==> config.mk <==
export PLATFORM = sky130hd
export DESIGN_NAME = branch_predictor_flat
export DESIGN_NICKNAME = d
export VERILOG_FILES = /design/src/rtl/bp_pkg.sv /design/src/rtl/branch_predictor_if.sv /design/src/rtl/bp_pht.sv /design/src/rtl/branch_predictor.sv /design/src/flat_wrapper.sv
export SDC_FILE = /design/constraint.sdc
export NUM_CORES = 1
export LEC_CHECK = 0
export ABC_AREA = 1
export CAP_MARGIN = 20
export CORE_MARGIN = 5
export CORE_UTILIZATION = 55
export CTS_BUF_LIST = sky130_fd_sc_hd__clkbuf_4 sky130_fd_sc_hd__clkbuf_8
export CTS_CLUSTER_DIAMETER = 100
export CTS_CLUSTER_SIZE = 24
export DETAILED_ROUTE_END_ITERATION = 8
export PLACE_DENSITY = 0.76
export RECOVER_POWER = 25
export SLEW_MARGIN = 15
export SYNTH_ARGS = -nofsm -noshare
export SYNTH_HDL_FRONTEND = slang
export SYNTH_SLANG_ARGS = --single-unit
==> constraint.sdc <==
create_clock -name clk -period 14.5 [get_ports clk]
set_input_delay 4.35 -clock clk [delete_from_list [all_inputs] [get_ports clk]]
set_output_delay 4.35 -clock clk [all_outputs]
set_load 0.03 [all_outputs]
==> src/rtl/bp_pkg.sv <==
// Shared types and helpers for the branch direction predictor.
// Holds the FSM state enum, the mode encodings and the saturating counter step.
package bp_pkg;

  typedef enum logic {
    INIT = 1'b0,
    RUN  = 1'b1
  } bp_state_e;

  localparam int MODE_BIMODAL = 0;
  localparam int MODE_GSHARE  = 1;

  // Counters are at most 4 bits wide; width selects the saturation ceiling.
  function automatic logic [3:0] sat_inc_dec(input logic [3:0] ctr,
                                             input logic taken,
                                             input int unsigned width);
    logic [3:0] ctr_max;
    ctr_max = 4'((1 << width) - 1);
    if (taken) begin
      return (ctr == ctr_max) ? ctr : ctr + 4'd1;
    end
    return (ctr == 4'd0) ? ctr : ctr - 4'd1;
  endfunction

endpackage

==> src/rtl/branch_predictor_if.sv <==
// Lookup (ID), update (EX) and status signals between the core and the predictor.
// The core drives through the master modport; the predictor uses the slave modport.
interface branch_predictor_if #(
  parameter int IDX_W    = 8,
  parameter int GHR_BITS = 8
);
  logic                lookup_valid;
  logic [31:0]         lookup_pc;
  logic                pred_taken;
  logic [IDX_W-1:0]    pred_idx;
  logic [GHR_BITS-1:0] pred_ghr;
  logic                upd_valid;
  logic [IDX_W-1:0]    upd_idx;
  logic [GHR_BITS-1:0] upd_ghr;
  logic                upd_taken;
  logic                upd_mispredict;
  logic                ready;
  logic [31:0]         stat_branches;
  logic [31:0]         stat_mispredicts;

  modport master (
    output lookup_valid, lookup_pc,
    output upd_valid, upd_idx, upd_ghr, upd_taken, upd_mispredict,
    input  pred_taken, pred_idx, pred_ghr,
    input  ready, stat_branches, stat_mispredicts
  );

  modport slave (
    input  lookup_valid, lookup_pc,
    input  upd_valid, upd_idx, upd_ghr, upd_taken, upd_mispredict,
    output pred_taken, pred_idx, pred_ghr,
    output ready, stat_branches, stat_mispredicts
  );
endinterface

==> src/rtl/bp_pht.sv <==
// Pattern history table: one combinational read port, one write port.
// The write port is shared between the post-reset init sweep and branch updates.
module bp_pht
  import bp_pkg::*;
#(
  parameter int ENTRIES  = 256,
  parameter int CTR_BITS = 2,
  parameter int CTR_INIT = 1,
  parameter int IDX_W    = 8
) (
  input  logic                clk,
  input  logic [IDX_W-1:0]    rd_idx,
  output logic [CTR_BITS-1:0] rd_ctr,
  input  logic                init_en,
  input  logic [IDX_W-1:0]    init_idx,
  input  logic                upd_en,
  input  logic [IDX_W-1:0]    upd_idx,
  input  logic                upd_taken
);

  logic [CTR_BITS-1:0] mem_q [ENTRIES];
  logic                wr_en;
  logic [IDX_W-1:0]    wr_idx;
  logic [CTR_BITS-1:0] wr_data;

  // No bypass: a same-cycle read of the written entry returns the old count.
  assign rd_ctr = mem_q[rd_idx];

  always_comb begin
    wr_en   = 1'b0;
    wr_idx  = init_idx;
    wr_data = CTR_BITS'(CTR_INIT);
    if (init_en) begin
      wr_en = 1'b1;
    end else if (upd_en) begin
      wr_en   = 1'b1;
      wr_idx  = upd_idx;
      wr_data = CTR_BITS'(sat_inc_dec(4'(mem_q[upd_idx]), upd_taken, CTR_BITS));
    end
  end

  always_ff @(posedge clk) begin
    if (wr_en) begin
      mem_q[wr_idx] <= wr_data;
    end
  end

endmodule

==> src/rtl/branch_predictor.sv <==
// Bimodal / gshare direction predictor with speculative global history,
// mispredict history repair, post-reset table sweep and saturating statistics.
module branch_predictor
  import bp_pkg::*;
#(
  parameter int ENTRIES  = 256,
  parameter int CTR_BITS = 2,
  parameter int GHR_BITS = 8,
  parameter int MODE     = MODE_GSHARE,
  parameter int CTR_INIT = 1
) (
  input  logic              clk,
  input  logic              rst_n,
  branch_predictor_if.slave bp
);

  localparam int IDX_W = $clog2(ENTRIES);

  bp_state_e           state_q, state_d;
  logic [IDX_W-1:0]    init_ptr_q, init_ptr_d;
  logic [GHR_BITS-1:0] ghr_q, ghr_d;
  logic [31:0]         stat_branches_q, stat_branches_d;
  logic [31:0]         stat_mispredicts_q, stat_mispredicts_d;

  logic [IDX_W-1:0]    hist_idx;
  logic [IDX_W-1:0]    lookup_idx;
  logic [CTR_BITS-1:0] rd_ctr;
  logic                pred_taken;
  logic                init_en;
  logic                upd_en;
  logic                unused_bits;

  assign hist_idx   = (MODE == MODE_GSHARE) ? IDX_W'(ghr_q) : '0;
  assign lookup_idx = bp.lookup_pc[IDX_W+1:2] ^ hist_idx;
  assign pred_taken = (state_q == RUN) && rd_ctr[CTR_BITS-1];

  assign bp.pred_taken       = pred_taken;
  assign bp.pred_idx         = lookup_idx;
  assign bp.pred_ghr         = ghr_q;
  assign bp.ready            = (state_q == RUN);
  assign bp.stat_branches    = stat_branches_q;
  assign bp.stat_mispredicts = stat_mispredicts_q;

  assign unused_bits = ^{bp.lookup_pc[31:IDX_W+2], bp.lookup_pc[1:0], rd_ctr};

  bp_pht #(
    .ENTRIES  (ENTRIES),
    .CTR_BITS (CTR_BITS),
    .CTR_INIT (CTR_INIT),
    .IDX_W    (IDX_W)
  ) u_pht (
    .clk       (clk),
    .rd_idx    (lookup_idx),
    .rd_ctr    (rd_ctr),
    .init_en   (init_en),
    .init_idx  (init_ptr_q),
    .upd_en    (upd_en),
    .upd_idx   (bp.upd_idx),
    .upd_taken (bp.upd_taken)
  );

  always_comb begin
    state_d            = state_q;
    init_ptr_d         = init_ptr_q;
    ghr_d              = ghr_q;
    stat_branches_d    = stat_branches_q;
    stat_mispredicts_d = stat_mispredicts_q;
    init_en            = 1'b0;
    upd_en             = 1'b0;
    case (state_q)
      INIT: begin
        init_en    = 1'b1;
        init_ptr_d = init_ptr_q + 1'b1;
        if (init_ptr_q == IDX_W'(ENTRIES - 1)) begin
          state_d = RUN;
        end
      end
      RUN: begin
        upd_en = bp.upd_valid;
        // A mispredict flushes ID, so its repaired history wins over the lookup shift.
        if (bp.upd_valid && bp.upd_mispredict) begin
          ghr_d = (bp.upd_ghr << 1) | GHR_BITS'(bp.upd_taken);
        end else if (bp.lookup_valid) begin
          ghr_d = (ghr_q << 1) | GHR_BITS'(pred_taken);
        end
        if (bp.upd_valid) begin
          stat_branches_d = (stat_branches_q == '1) ? stat_branches_q
                                                    : stat_branches_q + 32'd1;
          if (bp.upd_mispredict) begin
            stat_mispredicts_d = (stat_mispredicts_q == '1) ? stat_mispredicts_q
                                                            : stat_mispredicts_q + 32'd1;
          end
        end
      end
      default: state_d = INIT;
    endcase
  end

  always_ff @(posedge clk or negedge rst_n) begin
    if (!rst_n) begin
      state_q            <= INIT;
      init_ptr_q         <= '0;
      ghr_q              <= '0;
      stat_branches_q    <= '0;
      stat_mispredicts_q <= '0;
    end else begin
      state_q            <= state_d;
      init_ptr_q         <= init_ptr_d;
      ghr_q              <= ghr_d;
      stat_branches_q    <= stat_branches_d;
      stat_mispredicts_q <= stat_mispredicts_d;
    end
  end

endmodule

==> src/flat_wrapper.sv <==
// flat-port wrapper written by rule: the top's interface ports become plain ports
module branch_predictor_flat import bp_pkg::*;
#(
  parameter int ENTRIES  = 256,
  parameter int CTR_BITS = 2,
  parameter int GHR_BITS = 8,
  parameter int MODE     = MODE_GSHARE,
  parameter int CTR_INIT = 1
)
  (clk, rst_n, bp_lookup_valid, bp_lookup_pc, bp_upd_valid, bp_upd_idx, bp_upd_ghr, bp_upd_taken, bp_upd_mispredict, bp_pred_taken, bp_pred_idx, bp_pred_ghr, bp_ready, bp_stat_branches, bp_stat_mispredicts);
  branch_predictor_if #(.GHR_BITS(GHR_BITS)) bp_i ();
  input  logic clk;
  input  logic rst_n;
  input wire logic [$bits(bp_i.lookup_valid)-1:0] bp_lookup_valid;
  input wire logic [$bits(bp_i.lookup_pc)-1:0] bp_lookup_pc;
  input wire logic [$bits(bp_i.upd_valid)-1:0] bp_upd_valid;
  input wire logic [$bits(bp_i.upd_idx)-1:0] bp_upd_idx;
  input wire logic [$bits(bp_i.upd_ghr)-1:0] bp_upd_ghr;
  input wire logic [$bits(bp_i.upd_taken)-1:0] bp_upd_taken;
  input wire logic [$bits(bp_i.upd_mispredict)-1:0] bp_upd_mispredict;
  output wire logic [$bits(bp_i.pred_taken)-1:0] bp_pred_taken;
  output wire logic [$bits(bp_i.pred_idx)-1:0] bp_pred_idx;
  output wire logic [$bits(bp_i.pred_ghr)-1:0] bp_pred_ghr;
  output wire logic [$bits(bp_i.ready)-1:0] bp_ready;
  output wire logic [$bits(bp_i.stat_branches)-1:0] bp_stat_branches;
  output wire logic [$bits(bp_i.stat_mispredicts)-1:0] bp_stat_mispredicts;
  assign bp_i.lookup_valid = bp_lookup_valid;
  assign bp_i.lookup_pc = bp_lookup_pc;
  assign bp_i.upd_valid = bp_upd_valid;
  assign bp_i.upd_idx = bp_upd_idx;
  assign bp_i.upd_ghr = bp_upd_ghr;
  assign bp_i.upd_taken = bp_upd_taken;
  assign bp_i.upd_mispredict = bp_upd_mispredict;
  assign bp_pred_taken = bp_i.pred_taken;
  assign bp_pred_idx = bp_i.pred_idx;
  assign bp_pred_ghr = bp_i.pred_ghr;
  assign bp_ready = bp_i.ready;
  assign bp_stat_branches = bp_i.stat_branches;
  assign bp_stat_mispredicts = bp_i.stat_mispredicts;
  branch_predictor #(.ENTRIES(ENTRIES), .CTR_BITS(CTR_BITS), .GHR_BITS(GHR_BITS), .MODE(MODE), .CTR_INIT(CTR_INIT)) u_core (.clk(clk), .rst_n(rst_n), .bp(bp_i));
endmodule
Word level (Yosys, flattened, before mapping)
Memories as Yosys holds them, arrays and structs flattened.
Cells that the tools add are included.

storage, ports and cells
  input bits = 54
  output and inout port bits = 82
  register bits after elaboration = 81
  memory bits (writable) = 512
  bits in read-only memories = 0
  memories kept = 1
  latch bits = 0

memories
  memory              words  width  rd ports  clocked after memory_dff  write ports  RTL line      text
  u_core.u_pht.mem_q  256    2      2         0                         1            bp_pht.sv:21  logic [CTR_BITS-1:0] mem_q [ENTRIES];

operators by class
  shift operators = 0
  add/subtract/negate cells = 5
  bitwise logic cells = 5
  reduce and logical (&&, ||, !) cells = 7
  mux-type cells = 20
  equality and inequality tests = 4
  divide/modulo/power cells = 0
  $lt $le $gt $ge = 0
  $mul = 0

operators by type and width
  kind                                               count
  adder 32 x 1 -> 32 bit (second input constant)     2
  equality test 32 bit (second input constant)       2
  2-to-1 mux 8 bit                                   4
  bitwise OR 8 x 1 -> 8 bit                          2
  2-to-1 mux 2 bit                                   6
  2-to-1 mux 1 bit                                   10
  adder 8 x 1 -> 8 bit (second input constant)       1
  equality test 8 bit (second input constant)        1
  XOR 8 bit                                          1
  AND reduction 4 bit                                1
  AND reduction 3 bit                                1
  adder 2 x 1 -> 2 bit (second input constant)       1
  equality test 2 bit (second input constant)        1
  logical AND 1 bit                                  2
  zero test 2 bit                                    1
  NOT 1 bit                                          2
  AND reduction 2 bit                                1
  nonzero test 2 bit                                 1
  subtractor 2 x 1 -> 2 bit (second input constant)  1

Depth between registers and ports, before layout
An unclocked memory read counts as a cell.

  depth after elaboration = 7
  mapped depth = 17
  gate-level depth less buffers = 15

Cells and area by module
From an unflattened synthesis, not the netlist that was laid out.

second synthesis, totals
  cells, all modules = 3,887
  area total of the unflattened synthesis = 32,412.3 µm²

by module, submodules not included
  module            instances  area an instance (µm²)  cells an instance
  bp_pht            1          27,187.3                3,111
  branch_predictor  1          5,225.0                 776

Least setup slack after synthesis
No wires, ideal clock.

  path kind = in2reg
  start point = input port bp_upd_idx[1]
  end point = memory u_core.u_pht.mem_q[0][1], data pin
  path slack = 1,435 ps
  path buffers = 3
  stages on the path = 16
  arrival = 11,666 ps
  cells stage by stage = buf_2 inv_2 buf_4 clkbuf_1 o21ai_0 o22ai_1 nand2_1 nand3_1 nand3_1 nand2_1 nand2_1 nand3_1 nand3_1 nand2_1 a21oi_1 nor2_1

on the way
  cells in the longest elaborated chain, start to end = 7
  elaborated cells between the ends (all ways) = 11

ends and longest elaborated chain
  element                                                             RTL line            text
  start: declaration                                                  flat_wrapper.sv:17  input wire logic [$bits(bp_i.upd_idx)-1:0] bp_upd_idx;
  memory read (256 x 2 bit) (*)                                       n/a
  adder 2 x 1 -> 2 bit / equality test 2 bit (equally long branches)  bp_pkg.sv:20        return (ctr == ctr_max) ? ctr : ctr + 4'd1;
  2-to-1 mux 2 bit                                                    bp_pkg.sv:20
  2-to-1 mux 2 bit                                                    bp_pkg.sv:19        if (taken) begin
  2-to-1 mux 2 bit (*)                                                bp_pkg.sv:22        return (ctr == 4'd0) ? ctr : ctr - 4'd1;
  2-to-1 mux 2 bit (*)                                                bp_pht.sv:35        end else if (upd_en) begin
  2-to-1 mux 2 bit (*)                                                bp_pht.sv:33        if (init_en) begin
  via u_core.u_pht.wr_data[1]                                         bp_pht.sv:24        logic [CTR_BITS-1:0] wr_data;
  end: declaration                                                    bp_pht.sv:21

Mark *: on every way through the listed nets, which the timed path passes. The rest lies on a longest branch. The select of a mux whose other input is x is not followed.

Worst setup path in the final report
  start point = input port bp_lookup_pc[3]
  end point = output port bp_pred_taken

on the way
  cells in the longest elaborated chain, start to end = 3

ends and longest elaborated chain
  element                    RTL line                text
  start: declaration         flat_wrapper.sv:15      input wire logic [$bits(bp_i.lookup_pc)-1:0] bp_lookup_pc;
  XOR 8 bit                  branch_predictor.sv:34  assign lookup_idx = bp.lookup_pc[IDX_W+1:2] ^ hist_idx;
  memory read (256 x 2 bit)  n/a
  logical AND 1 bit          branch_predictor.sv:35  assign pred_taken = (state_q == RUN) && rd_ctr[CTR_BITS-1];
  end: declaration           flat_wrapper.sv:21      output wire logic [$bits(bp_i.pred_taken)-1:0] bp_pred_taken;

Every way passes these cells.

==> metrics.txt <==
status finished with violations; failing checks capacitance limit, slew limit; fin crit period roughly 13000 ps; final setup fails 0; Pint 2110 uW; relative slew slack -84.8%; hold path depth 1; synthesized area per cell 9.42 um2; total wire length 83400 um; layout cell share with drive strength beyond 1 3.69%; PwrDens 91.1 nW/um2; Port Buffer Count between 100 and 150; Final Cell Area slightly above 30000 um2; Sum Neg Setup Slack 0 ps; Worst Path Max Fanout 24; largest net degree at the start of global routing about 170; fillcell total ~4200; Synth Flop Type edfxtp_1; Ys Warns 0; row count 83; clk root buf clkbuf_8; hold-fix buffers at CTS 0; max incr delay on CP approximately 810 ps; Worst path slowest cell xor2_4; HP Class flop to flop; CTS sink cnt 593; worst slew pin tran about 2800 ps; Peak supply drop around 0.000066 V; CTS tree done; Clock power frac 25.5%; Synth Area in Adders less than 1%; Area growth, synth to finish 7.12%; Hold Fails Final Rpt 0; register share of total power between 60 and 70%; worst skew pair latency 700 ps; Post-CTS Resized 0; Synth Net Count 3067; initial antenna violation count 1; die area around 56000 um2; Antenna diodes 0; Post-DP Area ~30000 um2; cell area after synthesis ~28000 um2; xor/xnor share of the synthesized area 2.39%; dpl cells 3647; post-synthesis sequential area ratio 61.3%; Comb pwr share 8.6%; vias in the first global route 22700; post-DP HPWL 49000 um; fraction of registers with async set/reset ~14%; Die Wd roughly 240 um; Yosys cell types 31; WL per Instance 22.6 um; first-pass GRT wire length 126000 um; Static Leak 0.0111 uW; Reg clk slew, reported paths 140 ps; core area 51200 um2; Net Sw Power ~660 uW; Initial Utilization 55.4%; DRC viols 0; Fmax achieved 0.0792 GHz; I/O pin count 136; post-synthesis mux area share 0%; critical path class input pin to output pin; vias 23400; fin crit share 87.1%; Setup Skew between 30 and 40 ps; Crit path top cell by count nand3_1; Worst Reg2Reg Path Length in Cells 6; Final nets 3057; postcts setup bufs 0; vias per inst around 6.4; Critical Path AT 8280 ps; Critical Path Sink Type output pin; Post-Synth Simple-Gate Area approximately 24%; First DRT Iteration DRCs around 3300; Post-Synthesis Cells 3010; die height 237 um; Final ANT Viol Nets 0; placer congestion estimate a little over 0.9; switching portion of total power 23.9%; clk buf depth 3; FF+latch count, synth 593; combinational family with the most area after synthesis simple AND/OR/NAND/NOR gates; RSZ-0062 raised after global routing false; critical path startpoint category input pin; All-Layer GR Usage 28.3%; Synth Area in Compound Gates 7.74%; crit-path cells clkdlybuf4s50_1 > xor2_4 > buf_4 > nand3_1 > nand3_1 > nand3_1 > nand3_1 > nand3_1 > nand3_1 > nand3_1 > nand3_1 > inv_1 > clkdlybuf4s50_1; CP Data Required Time just over 10000 ps; DRT Pass-1 Iters 6; number of synthesized flops with an enable pin 512; final max-slew violation count 265; CTS Buf Count 28; total of max-cap violations 9; GRT overflow 0; CTS H-tree lvls 1; fin cells 3690
cells in the mapped netlist (11+ instances only):
| cell | n | area, um2 |
|---|---|---|
| nor4_1 | 11 | 68.8 |
| inv_2 | 20 | 75.1 |
| nand4_1 | 21 | 131 |
| a21oi_1 | 11 | 55.1 |
| o21ai_1 | 137 | 686 |
| inv_1 | 63 | 236 |
| nor2_1 | 564 | 2120 |
| dfrtp_1 | 81 | 2030 |
| o22ai_1 | 120 | 751 |
| xnor2_1 | 24 | 210 |
| edfxtp_1 | 512 | 15400 |
| nand3_1 | 414 | 2070 |
| clkbuf_1 | 105 | 394 |
| buf_2 | 73 | 365 |
| o21ai_0 | 132 | 661 |
| nand2_1 | 600 | 2250 |
| nor3_1 | 29 | 145 |
| xor2_1 | 48 | 420 |
worst paths after layout:
| kind | slack, ps | to | start |
|---|---|---|---|
| max | 1870 | bp_pred_taken | bp_lookup_pc[3] |
| min | 540 | u_core.bp.stat_branches[5]$_DFFE_PN0P_ | u_core.bp.stat_branches[5]$_DFFE_PN0P_ |
| max reg2reg | 10540 | u_core.u_pht.mem_q[42][1]$_DFFE_PP_ | u_core.bp.ready$_DFF_PN0_ |
| min reg2reg | 540 | u_core.bp.stat_branches[5]$_DFFE_PN0P_ | u_core.bp.stat_branches[5]$_DFFE_PN0P_ |
| max in group asynchronous | 7200 | u_core.bp.stat_branches[31]$_DFFE_PN0P_ | rst_n |
| min in group asynchronous | 4020 | u_core.bp.stat_mispredicts[26]$_DFFE_PN0P_ | rst_n |
sequential cells by signal (all words and copies together), names as in the netlist:
register and count:
u_core.bp.ready 1, u_core.bp.stat_branches 32, u_core.u_pht.mem_q 512, u_core.bp.stat_mispredicts 32, u_core.bp.pred_ghr 8, u_core.init_ptr_q 8
worst max-delay path, delay by kind of cell:
kind | cells | cell delay, ps
buffers and inverters | 4 | 1870
XOR/XNOR | 1 | 810
AND/OR/NAND/NOR | 8 | 1230
final cells by class:
type | instances | area [um2] | share of cell area, %
multi-input combinational | 2137 | 9830 | 32.4
clock buffer | 39 | 474 | 1.56
timing repair buffer | 154 | 1490 | 4.90
tap | 680 | 851 | 2.80
sequential | 593 | 17400 | 57.3
inverter | 86 | 332 | 1.09
clock inverter | 1 | 8.76 | 0.0288
power by group through the flow:
stage	sequential (uW)	clock [uW]	combinational, uW
5_1_grt	1830	772	253
3_3_place_gp	1860	0	223
3_5_place_dp	1860	0	228
6_report	1830	705	237
2_1_floorplan	1860	0	151
4_1_cts	1830	711	228
metal layers:
| metal | GRT usage, % | vias to the layer above | part of all wire, % |
|---|---|---|---|
| li1 | - | 10400 | - |
| met1 | 37.1 | 11000 | 36 |
| met2 | 45.7 | 1671 | 46 |
| met3 | 5.43 | 371 | 12 |
| met4 | 14.3 | 2 | 6.0 |
| met5 | 0 | - | 0.016 |
metrics by stage:
step	hold slack [ps]	utilization (%)	setup slack [ps]	total power [uW]
2_1_floorplan	467	-	1440	2020
3_3_place_gp	490	58.2	2050	2090
3_5_place_dp	516	58.4	2040	2090
4_1_cts	543	59.4	2030	2770
5_1_grt	544	59.4	1820	2850
6_report	536	59.4	1870	2770
logic make-up (layout without fill, tap and decap cells):
logic type | after synthesis | in the layout
AND/OR/NAND/NOR | 1652 | 1652
adder cells (fa/ha/maj) | 3 | 3
XOR/XNOR | 75 | 75
buffers and inverters | 280 | 280
AO/OA/AOI/OAI | 407 | 407
flip-flops | 593 | 593
placed cells by master, fill, tap and decap left out, types with 2 or more instances in the layout:
cell and count:
nand2_1 600, nor2_1 566, edfxtp_1 512, nand3_1 415, o21ai_0 139, o21ai_1 130
o22ai_1 120, dfrtp_1 81, dlygate4sd3_1 74, inv_1 64, xor2_1 47, clkdlybuf4s50_1 32
nor3_1 30, buf_4 30, clkbuf_8 29, xnor2_1 23, nand4_1 21, inv_2 17
a21oi_1 11, nor4_1 11, clkbuf_4 10, clkbuf_1 9, a31oi_1 7, xnor2_2 3
clkinv_1 3, nand2_4 3, ha_1 3, buf_16 3, nand2_2 2, or2_2 2
buf_12 2, buf_8 2
Note: power is estimated with default switching activity, not from simulation.
